**config.mk**
```make
export PLATFORM = sky130hd
export DESIGN_NAME = te_radio_seq_flat
export DESIGN_NICKNAME = d
export VERILOG_FILES = /design/src/rtl/te_radio_seq_if.sv /design/src/rtl/te_radio_seq.sv /design/src/flat_wrapper.sv
export SDC_FILE = /design/constraint.sdc
export NUM_CORES = 1
export LEC_CHECK = 0
export CORE_MARGIN = 10
export CORE_UTILIZATION = 49
export DETAILED_ROUTE_END_ITERATION = 10
export PLACE_DENSITY = 0.76
export SLEW_MARGIN = 20
export SYNTH_ARGS = -nofsm -noshare
export SYNTH_HDL_FRONTEND = slang
export SYNTH_SLANG_ARGS = --single-unit
```
**constraint.sdc**
```tcl
create_clock -name ck -period 3.1 [get_ports ck]
set_input_delay 0.31 -clock ck [delete_from_list [all_inputs] [get_ports ck]]
set_output_delay 0.31 -clock ck [all_outputs]
set_load 0.01 [all_outputs]
```
**src/rtl/te_radio_seq_if.sv**
```systemverilog
// te_radio_seq_if: request/status bundle between the timing engine's request
// logic and the radio power-up sequencer.
//
//   radio_on_req  level request to power the radio          (master -> slave)
//   rx_req        level RX request                          (master -> slave)
//   tx_req        level TX request                          (master -> slave)
//   pll_settled   PLL lock indication                       (master -> slave)
//   pll_en        PLL enable                                (slave -> master)
//   radio_enable  radio enable                              (slave -> master)
//   radio_rx_en   RX enable                                 (slave -> master)
//   radio_tx_en   TX enable                                 (slave -> master)
//   busy          sequencer not idle                        (slave -> master)
//   err           loss of lock / PLL timeout trap           (slave -> master)
//   state_o[2:0]  current state encoding                    (slave -> master)
interface te_radio_seq_if;
  logic       radio_on_req;
  logic       rx_req;
  logic       tx_req;
  logic       pll_settled;
  logic       pll_en;
  logic       radio_enable;
  logic       radio_rx_en;
  logic       radio_tx_en;
  logic       busy;
  logic       err;
  logic [2:0] state_o;

  modport master (
    output radio_on_req, rx_req, tx_req, pll_settled,
    input  pll_en, radio_enable, radio_rx_en, radio_tx_en, busy, err, state_o
  );

  modport slave (
    input  radio_on_req, rx_req, tx_req, pll_settled,
    output pll_en, radio_enable, radio_rx_en, radio_tx_en, busy, err, state_o
  );
endinterface

```
**src/rtl/te_radio_seq.sv**
```systemverilog
// te_radio_seq: radio power-up sequencer. Enables the PLL, waits for lock
// (bounded by PLL_TO_CYCLES), applies a GUARD_CYCLES guard interval, enables
// the radio and grants it to TX or RX requests (TX wins a tie, no preemption).
// Dropping radio_on_req ramps down for RAMP_CYCLES; loss of lock or a PLL
// timeout traps in ERR until radio_on_req is released.
//
// Ports:
//   ck      clock
//   srst_n  synchronous active-low reset
//   bus     te_radio_seq_if.slave (requests in, enables/status out)
//
// Optional build macro TE_SEQ_PLL_SYNC_EN: pass pll_settled through a 2-flop
// synchronizer before use (adds 2 cycles to every lock reaction).
//
// All outputs are registered and decoded from the next state.
module te_radio_seq #(
  parameter int CNT_W         = 12,
  parameter int PLL_TO_CYCLES = 1024,
  parameter int GUARD_CYCLES  = 16,
  parameter int RAMP_CYCLES   = 8
) (
  input  logic          ck,
  input  logic          srst_n,
  te_radio_seq_if.slave bus
);

  localparam logic [2:0] S_IDLE     = 3'd0;
  localparam logic [2:0] S_PLL_WAIT = 3'd1;
  localparam logic [2:0] S_GUARD    = 3'd2;
  localparam logic [2:0] S_READY    = 3'd3;
  localparam logic [2:0] S_RX       = 3'd4;
  localparam logic [2:0] S_TX       = 3'd5;
  localparam logic [2:0] S_RAMP     = 3'd6;
  localparam logic [2:0] S_ERR      = 3'd7;

  localparam logic [CNT_W-1:0] PLL_TO_LAST = CNT_W'(PLL_TO_CYCLES - 1);
  localparam logic [CNT_W-1:0] GUARD_LAST  = CNT_W'(GUARD_CYCLES - 1);
  localparam logic [CNT_W-1:0] RAMP_LAST   = CNT_W'(RAMP_CYCLES - 1);
  localparam logic [CNT_W-1:0] CNT_ONE     = CNT_W'(1);

  logic             pll_s;
  logic [2:0]       state_q, state_d;
  logic [CNT_W-1:0] cnt_q, cnt_d;

  logic pll_en_q, pll_en_d;
  logic radio_enable_q, radio_enable_d;
  logic rx_en_q, rx_en_d;
  logic tx_en_q, tx_en_d;
  logic busy_q, busy_d;
  logic err_q, err_d;

  // ---------------------------------------------------------------------------
  // Lock indication conditioning
  // ---------------------------------------------------------------------------
`ifdef TE_SEQ_PLL_SYNC_EN
  logic [1:0] pll_sync_q;

  always_ff @(posedge ck) begin
    if (!srst_n) begin
      pll_sync_q <= '0;
    end else begin
      pll_sync_q <= {pll_sync_q[0], bus.pll_settled};
    end
  end

  assign pll_s = pll_sync_q[1];
`else
  assign pll_s = bus.pll_settled;
`endif

  // ---------------------------------------------------------------------------
  // Next-state logic
  // ---------------------------------------------------------------------------
  logic active_st;

  always_comb begin
    state_d = state_q;
    cnt_d   = cnt_q;

    case (state_q)
      S_IDLE: begin
        cnt_d = '0;
        if (bus.radio_on_req) begin
          state_d = S_PLL_WAIT;
        end
      end

      S_PLL_WAIT: begin
        cnt_d = cnt_q + CNT_ONE;
        // Lock seen on the final count still proceeds to GUARD.
        if (pll_s) begin
          state_d = S_GUARD;
          cnt_d   = '0;
        end else if (cnt_q == PLL_TO_LAST) begin
          state_d = S_ERR;
          cnt_d   = '0;
        end
      end

      S_GUARD: begin
        cnt_d = cnt_q + CNT_ONE;
        if (!pll_s) begin
          state_d = S_PLL_WAIT;
          cnt_d   = '0;
        end else if (cnt_q == GUARD_LAST) begin
          state_d = S_READY;
          cnt_d   = '0;
        end
      end

      S_READY: begin
        cnt_d = '0;
        if (!pll_s) begin
          state_d = S_ERR;
        end else if (bus.tx_req) begin
          state_d = S_TX;
        end else if (bus.rx_req) begin
          state_d = S_RX;
        end
      end

      // RX/TX only ever return to READY, so an RX<->TX switch always
      // spends at least one cycle there.
      S_RX: begin
        cnt_d = '0;
        if (!pll_s) begin
          state_d = S_ERR;
        end else if (!bus.rx_req) begin
          state_d = S_READY;
        end
      end

      S_TX: begin
        cnt_d = '0;
        if (!pll_s) begin
          state_d = S_ERR;
        end else if (!bus.tx_req) begin
          state_d = S_READY;
        end
      end

      S_RAMP: begin
        cnt_d = cnt_q + CNT_ONE;
        if (cnt_q == RAMP_LAST) begin
          state_d = S_IDLE;
          cnt_d   = '0;
        end
      end

      S_ERR: begin
        cnt_d = '0;
        if (!bus.radio_on_req) begin
          state_d = S_IDLE;
        end
      end

      default: begin
        state_d = S_IDLE;
        cnt_d   = '0;
      end
    endcase

    // Shutdown overrides every other transition from the active states.
    if (!bus.radio_on_req && active_st) begin
      state_d = S_RAMP;
      cnt_d   = '0;
    end
  end

  always_comb begin
    active_st = 1'b0;
    case (state_q)
      S_PLL_WAIT, S_GUARD, S_READY, S_RX, S_TX: active_st = 1'b1;
      default:                                  active_st = 1'b0;
    endcase
  end

  // ---------------------------------------------------------------------------
  // Output decode from next state
  // ---------------------------------------------------------------------------
  always_comb begin
    pll_en_d       = 1'b0;
    radio_enable_d = 1'b0;
    rx_en_d        = 1'b0;
    tx_en_d        = 1'b0;
    busy_d         = (state_d != S_IDLE);
    err_d          = 1'b0;

    case (state_d)
      S_PLL_WAIT, S_GUARD: begin
        pll_en_d = 1'b1;
      end
      S_READY, S_RAMP: begin
        pll_en_d       = 1'b1;
        radio_enable_d = 1'b1;
      end
      S_RX: begin
        pll_en_d       = 1'b1;
        radio_enable_d = 1'b1;
        rx_en_d        = 1'b1;
      end
      S_TX: begin
        pll_en_d       = 1'b1;
        radio_enable_d = 1'b1;
        tx_en_d        = 1'b1;
      end
      S_ERR: begin
        err_d = 1'b1;
      end
      default: begin
        pll_en_d = 1'b0;
      end
    endcase
  end

  // ---------------------------------------------------------------------------
  // State, counter and output registers
  // ---------------------------------------------------------------------------
  always_ff @(posedge ck) begin
    if (!srst_n) begin
      state_q        <= S_IDLE;
      cnt_q          <= '0;
      pll_en_q       <= 1'b0;
      radio_enable_q <= 1'b0;
      rx_en_q        <= 1'b0;
      tx_en_q        <= 1'b0;
      busy_q         <= 1'b0;
      err_q          <= 1'b0;
    end else begin
      state_q        <= state_d;
      cnt_q          <= cnt_d;
      pll_en_q       <= pll_en_d;
      radio_enable_q <= radio_enable_d;
      rx_en_q        <= rx_en_d;
      tx_en_q        <= tx_en_d;
      busy_q         <= busy_d;
      err_q          <= err_d;
    end
  end

  assign bus.pll_en       = pll_en_q;
  assign bus.radio_enable = radio_enable_q;
  assign bus.radio_rx_en  = rx_en_q;
  assign bus.radio_tx_en  = tx_en_q;
  assign bus.busy         = busy_q;
  assign bus.err          = err_q;
  assign bus.state_o      = state_q;

endmodule
```
**src/flat_wrapper.sv**
```systemverilog
// flat-port wrapper written by rule: the top's interface ports become plain ports
module te_radio_seq_flat 
#(
  parameter int CNT_W         = 12,
  parameter int PLL_TO_CYCLES = 1024,
  parameter int GUARD_CYCLES  = 16,
  parameter int RAMP_CYCLES   = 8
)
  (ck, srst_n, bus_radio_on_req, bus_rx_req, bus_tx_req, bus_pll_settled, bus_pll_en, bus_radio_enable, bus_radio_rx_en, bus_radio_tx_en, bus_busy, bus_err, bus_state_o);
  te_radio_seq_if bus_i ();
  input  logic ck;
  input  logic srst_n;
  input wire logic [$bits(bus_i.radio_on_req)-1:0] bus_radio_on_req;
  input wire logic [$bits(bus_i.rx_req)-1:0] bus_rx_req;
  input wire logic [$bits(bus_i.tx_req)-1:0] bus_tx_req;
  input wire logic [$bits(bus_i.pll_settled)-1:0] bus_pll_settled;
  output wire logic [$bits(bus_i.pll_en)-1:0] bus_pll_en;
  output wire logic [$bits(bus_i.radio_enable)-1:0] bus_radio_enable;
  output wire logic [$bits(bus_i.radio_rx_en)-1:0] bus_radio_rx_en;
  output wire logic [$bits(bus_i.radio_tx_en)-1:0] bus_radio_tx_en;
  output wire logic [$bits(bus_i.busy)-1:0] bus_busy;
  output wire logic [$bits(bus_i.err)-1:0] bus_err;
  output wire logic [$bits(bus_i.state_o)-1:0] bus_state_o;
  assign bus_i.radio_on_req = bus_radio_on_req;
  assign bus_i.rx_req = bus_rx_req;
  assign bus_i.tx_req = bus_tx_req;
  assign bus_i.pll_settled = bus_pll_settled;
  assign bus_pll_en = bus_i.pll_en;
  assign bus_radio_enable = bus_i.radio_enable;
  assign bus_radio_rx_en = bus_i.radio_rx_en;
  assign bus_radio_tx_en = bus_i.radio_tx_en;
  assign bus_busy = bus_i.busy;
  assign bus_err = bus_i.err;
  assign bus_state_o = bus_i.state_o;
  te_radio_seq #(.CNT_W(CNT_W), .PLL_TO_CYCLES(PLL_TO_CYCLES), .GUARD_CYCLES(GUARD_CYCLES), .RAMP_CYCLES(RAMP_CYCLES)) u_core (.ck(ck), .srst_n(srst_n), .bus(bus_i));
endmodule
```
# Yosys cells after proc, flatten, opt, wreduce, memory -nomap -nowiden
# Cells that the tools add are included.
totals:
  reg_bits: 21
  in_bits: 6
op_classes:
  n_eq_ne: 17
  addsub: 1
  mux: 28
  bitwise_logic: 1
  n_reduce_logical: 9
op_table:
  columns: ["op", "count"]
  rows:
  - ["2-to-1 mux 12 bit", 5]
  - ["case mux 12 bit (4 select lines)", 1]
  - ["2-to-1 mux 3 bit", 15]
  - ["== test 3 bit, second input constant", 8]
  - ["case mux 3 bit (8 select lines)", 1]
  - ["adder 12 x 1 -> 12 bit, second input constant", 1]
  - ["== test 12 x 10 -> 1 bit, second input constant", 1]
  - ["== test 12 x 3 -> 1 bit, second input constant", 1]
  - ["== test 12 x 4 -> 1 bit, second input constant", 1]
  - ["== test 3 x 2 -> 1 bit, second input constant", 4]
  - ["OR reduction 5 bit", 2]
  - ["== test 3 x 1 -> 1 bit, second input constant", 2]
  - ["2-to-1 mux 1 bit", 6]
  - ["OR reduction 6 bit", 1]
  - ["OR reduction 4 bit", 1]
  - ["logical NOT 3 bit", 1]
  - ["nonzero test 3 bit", 1]
  - ["OR reduction 2 bit", 1]
  - ["logical AND 1 bit", 1]
  - ["logical NOT 1 bit", 1]
  - ["NOT 1 bit", 1]

# Depth between registers and ports, before layout
logic_depth:
  depth_word: 8
  ltp_mapped: 7
  mapped_depth_nobuf: 7

# Worst setup path before layout
# No wires, ideal clock.
synth_timing:
  path_kind: "register -> register"
  start: "register u_core.cnt_q[6]"
  end: "register u_core.rx_en_q (netlist: u_core.bus.radio_rx_en)"
  n_path_buf: 0
  arrival_time_ps: 2064
  slack_ps: 919
  synth_period_minus_slack_ps: 2181
  path_stages_with_launch: 7
  setup_time_ps: 117
  path_cell_list: "dfxtp_1 -> or4_1 -> or4_4 -> o21ai_2 -> nand3_2 -> o21ai_1 -> and3b_2"
synth_via:
  elab_chain_cells: 7
  elab_cells_between_ends: 12
  cone_classes: "eq/ne: 4; mux: 8"
synth_rtl:
  columns: ["element", "line_no", "text"]
  rows:
  - ["start: declaration", "te_radio_seq.sv:43", "logic [CNT_W-1:0] cnt_q, cnt_d;"]
  - ["start signal: assignment", "te_radio_seq.sv:231", "cnt_q <= cnt_d;"]
  - ["== test 12 x 4 -> 1 bit / == test 12 x 10 -> 1 bit (equally long branches)", "te_radio_seq.sv:105, te_radio_seq.sv:94", null]
  - ["2-to-1 mux 3 bit (on tied branches)", "te_radio_seq.sv:105, te_radio_seq.sv:94", null]
  - ["2-to-1 mux 3 bit (on tied branches)", "te_radio_seq.sv:102, te_radio_seq.sv:91", null]
  - ["case mux 3 bit (8 select lines) *", "te_radio_seq.sv:80", "case (state_q)"]
  - ["2-to-1 mux 3 bit *", "te_radio_seq.sv:164", "if (!bus.radio_on_req && active_st) begin"]
  - ["== test 3 bit *", "te_radio_seq.sv:189", "case (state_d)"]
  - ["2-to-1 mux 1 bit *", "te_radio_seq.sv:189", null]
  - ["end signal: assignment", "te_radio_seq.sv:234", "rx_en_q <= rx_en_d;"]
  - ["end: declaration", "te_radio_seq.sv:47", "logic rx_en_q, rx_en_d;"]
# Mark *: on every way between the ends. The rest lies on a longest branch, timed or not.
# A chain may end at the register's enable or synchronous reset.

# Worst setup path in the final report
layout_timing:
  start: "register u_core.cnt_q[6]"
  end: "register u_core.cnt_q[3]"
layout_via:
  elab_chain_cells: 4
  elab_cells_between_ends: 9
  cone_classes: "eq/ne: 3; mux: 6"
layout_rtl:
  columns: ["element", "line_no"]
  rows:
  - ["== test 12 x 4 -> 1 bit / == test 12 x 10 -> 1 bit (equally long branches)", "te_radio_seq.sv:105, te_radio_seq.sv:94"]
  - ["2-to-1 mux 12 bit (on tied branches)", "te_radio_seq.sv:105, te_radio_seq.sv:94"]
  - ["2-to-1 mux 12 bit (on tied branches)", "te_radio_seq.sv:102, te_radio_seq.sv:91"]
  - ["case mux 12 bit (4 select lines) *", "te_radio_seq.sv:80"]
# Marked as above.

==> results.py <==
metrics = {
    "detailed_routing": {
        "totalWireLength_mm": 2.34,
        "remaining_drc_errors": 0,
        "routed-via-count": 984,
        "drt_iter0_markers": 74,
        "first_pass_iters": 5,
        "wl_per_cell_um": 13.6,
        "ant_nets": 0,
        "viasPerCell": 5.72,
    },
    "run": {
        "cap_violations": 0,
    },
    "yosys": {
        "yosys.area.top_type": "dfxtp_1",
        "synth_edf_count": 0,
        "netlist_area_mm2": 0.00107,
        "yosysUniqueCellTypes": 43,
        "synth_commonest_cells": "nor2_1 (25), dfxtp_1 (21), nand2_1 (8), nand3_1 (8), xor2_1 (6)",
        "synth_nets": 137,
        "ys_seq_area_frac": 0.394,
        "ys_ff_latch": 21,
        "netlist_instances": 130,
        "ys.warnings.count": 0,
        "ys_top_cells_by_area": "dfxtp_1 (39%), nor2_1 (8.8%), xor2_1 (4.9%)",
        "synth_top_area_share": 0.394,
        "async_flop_share": 0,
        "avgSynthCellArea_um2": 8.21,
        "post-synth-top-count-cell": "nor2_1",
        "synthFlopType": "dfxtp_1",
    },
    "worst_setup_path": {
        "crit_fanout": 10,
        "crit_path_end_kind": "register",
        "cp-start-kind": "register",
        "reg2reg_depth": 6,
        "path_cells": "or4_1, or4_4, o21ai_2, o31ai_1, o211ai_2, nor2_1",
        "r2r_start": "u_core.cnt_q[6]",
        "cp_top_family": "simple AND/OR/NAND/NOR gates",
        "slowest_delay_ns": 0.53,
        "critPathSlowestCell": "or4_4",
        "r2r_slack_ns": 0.72,
        "crit_buf_inv": 0,
        "crit_cells": 6,
        "crit_type": "register to register",
        "required_ns": 3.29,
        "r2r_end": "u_core.cnt_q[3]",
        "arrival_ns": 2.57,
    },
    "clock_network": {
        "cts.sinks": 21,
        "clkTransAtPathRegs_ns": 0.11,
        "clockRootBuffer": "clkbuf_4",
        "cts_made_buffers": 3,
        "cts_tree": "yes",
        "clk_latency_ns": 0.31,
        "cts_resized": 0,
        "ctsHoldBuffers": 0,
        "htree_num_levels": 1,
        "post-cts-setup-buffers": 0,
        "cts_buffer_depth": 2,
    },
    "die": {
        "ios": 15,
        "rows": 16,
        "die_area_mm2": 0.00444,
        "core_mm2": 0.00202,
        "die_w_um": 66.7,
        "start_util": 0.528,
        "die_y_um": 66.7,
    },
    "placement": {
        "portBuffers": 14,
        "place.gp.congestion": 0.904,
        "preCtsSetupSlack_ns": 0.739,
        "dp_hpwl_mm": 1.75,
    },
    "sta": {
        "period_needed_ns": 2.38,
        "maxSlewHeadroom": 0.676,
        "fin_crit_sh": 0.767,
        "report.final.slew_viol_count": 0,
        "rsz0062_at_grt": "false",
        "max_freq_ghz": 0.421,
        "finalHoldViolations": 0,
        "whs_ns": 0.481,
        "finalSetupTns_ns": 0,
        "skew_ns": 0.00677,
        "final-setup-viol-count": 0,
        "postLayoutSetupSlackWorst_ns": 0.724,
        "tightest_slew_ns": 0.483,
    },
    "cells_and_area": {
        "drive_gt1_frac": 0.0897,
        "fin_nets": 153,
        "area_growth_pct": 17.8,
        "antenna_cells": 0,
    },
    "grt": {
        "antenna_found_initial": 0,
        "grt.overflow.total": 0,
        "grt_max_degree": 15,
        "track_usage": 0.108,
        "grt_pass1_vias": 872,
        "grt_pass1_wl_mm": 3.96,
    },
    "power": {
        "p_leak_nw": 0.479,
        "ir_drop_v": 0.000389,
        "p_per_area_mw_per_mm2": 507,
        "power_mw": 0.637,
    },
    "min_path": {
        "whs_path_depth": 1,
        "whs_endpoint": "u_core.cnt_q[0]",
        "hold_path_class": "register to register",
        "worst_hold_startpoint": "u_core.cnt_q[0]",
    },
    "outcome": {
        "outcome": "finished clean",
    },
}
==> stage by stage <==
stage          std cells  cell area [um2]   util
2_1_floorplan        130             1070      -
3_3_place_gp         168             1230  0.608
3_5_place_dp         168             1230  0.608
4_1_cts              172             1260  0.622
5_1_grt              172             1260  0.622
6_report             172             1260  0.622
==> how the worst max path moves through the flow <==
stage / from / end / slack [ns]
3_5_place_dp: u_core.cnt_q[6] / u_core.cnt_q[3] / 0.74
3_3_place_gp: u_core.cnt_q[6] / u_core.bus.radio_rx_en / 0.80
4_1_cts: u_core.cnt_q[6] / u_core.cnt_q[3] / 0.72
2_1_floorplan: u_core.cnt_q[6] / u_core.bus.radio_rx_en / 0.92
6_report: u_core.cnt_q[6] / u_core.cnt_q[3] / 0.72
5_1_grt: u_core.cnt_q[6] / u_core.cnt_q[3] / 0.58
==> flip-flops by register name (all words and copies together) (netlist names) <==
register / count
u_core.bus.radio_enable: 1
u_core.bus.state_o: 3
u_core.bus.pll_en: 1
u_core.bus.busy: 1
u_core.bus.radio_tx_en: 1
u_core.cnt_q: 12
u_core.bus.err: 1
u_core.bus.radio_rx_en: 1
==> area by class of cell <==
| class | instances | area [um2] |
|---|---|---|
| clock inverters | 1 | 5.00 |
| fillers | 179 | 764 |
| flip-flops and latches | 21 | 420 |
| inverters | 5 | 18.8 |
| repair buffers | 14 | 140 |
| clock buffers | 3 | 22.5 |
| multi-input cells | 101 | 617 |
| well taps | 27 | 33.8 |
==> placed cells by master, fill, tap and decap left out, types with 2 or more instances in the layout <==
master,Yosys,final
a21oi_1,3,3
a22o_1,2,2
and3b_1,2,2
clkbuf_4,0,3
clkdlybuf4s50_1,0,14
dfxtp_1,21,21
inv_1,5,5
nand2_1,8,8
nand3_1,8,8
nor2_1,25,25
nor2b_1,4,4
nor3_1,4,4
nor3b_1,2,2
o21ai_0,4,4
o21ai_1,2,2
or2_2,2,2
xnor2_1,4,4
xor2_1,6,6
==> cells by family after synthesis <==
group	after synthesis	synth area share
AOI/OAI and AO/OA	21	0.140
DFF	21	0.394
muxes	1	0.00938
and+or+nand+nor	68	0.335
adders and majority gates	1	0.0117
buffers and inverters	8	0.0281
xor gates and xnor gates	10	0.0821
==> where the power goes <==
group          internal [mW]  switching [mW]
registers              0.292          0.0284
clock network         0.0482          0.0815
logic                 0.0956          0.0911
==> per-layer routing <==
| layer | GRT usage | routed length [um] | part of all wire |
|---|---|---|---|
| met4 | 0.0471 | 42 | 0.018 |
| met2 | 0.169 | 1040 | 0.45 |
| met5 | 0 | 0 | 0 |
| met1 | 0.135 | 1090 | 0.46 |
| met3 | 0.0301 | 168 | 0.072 |
==> worst reg2reg max path, stage by stage (launching register included) <==
cell and delay, ns:
dfxtp_1 0.34, or4_1 0.52, or4_4 0.53, o21ai_2 0.20, o31ai_1 0.14, o211ai_2 0.42, nor2_1 0.12
No activity file was read; power rests on OpenSTA's default activity.
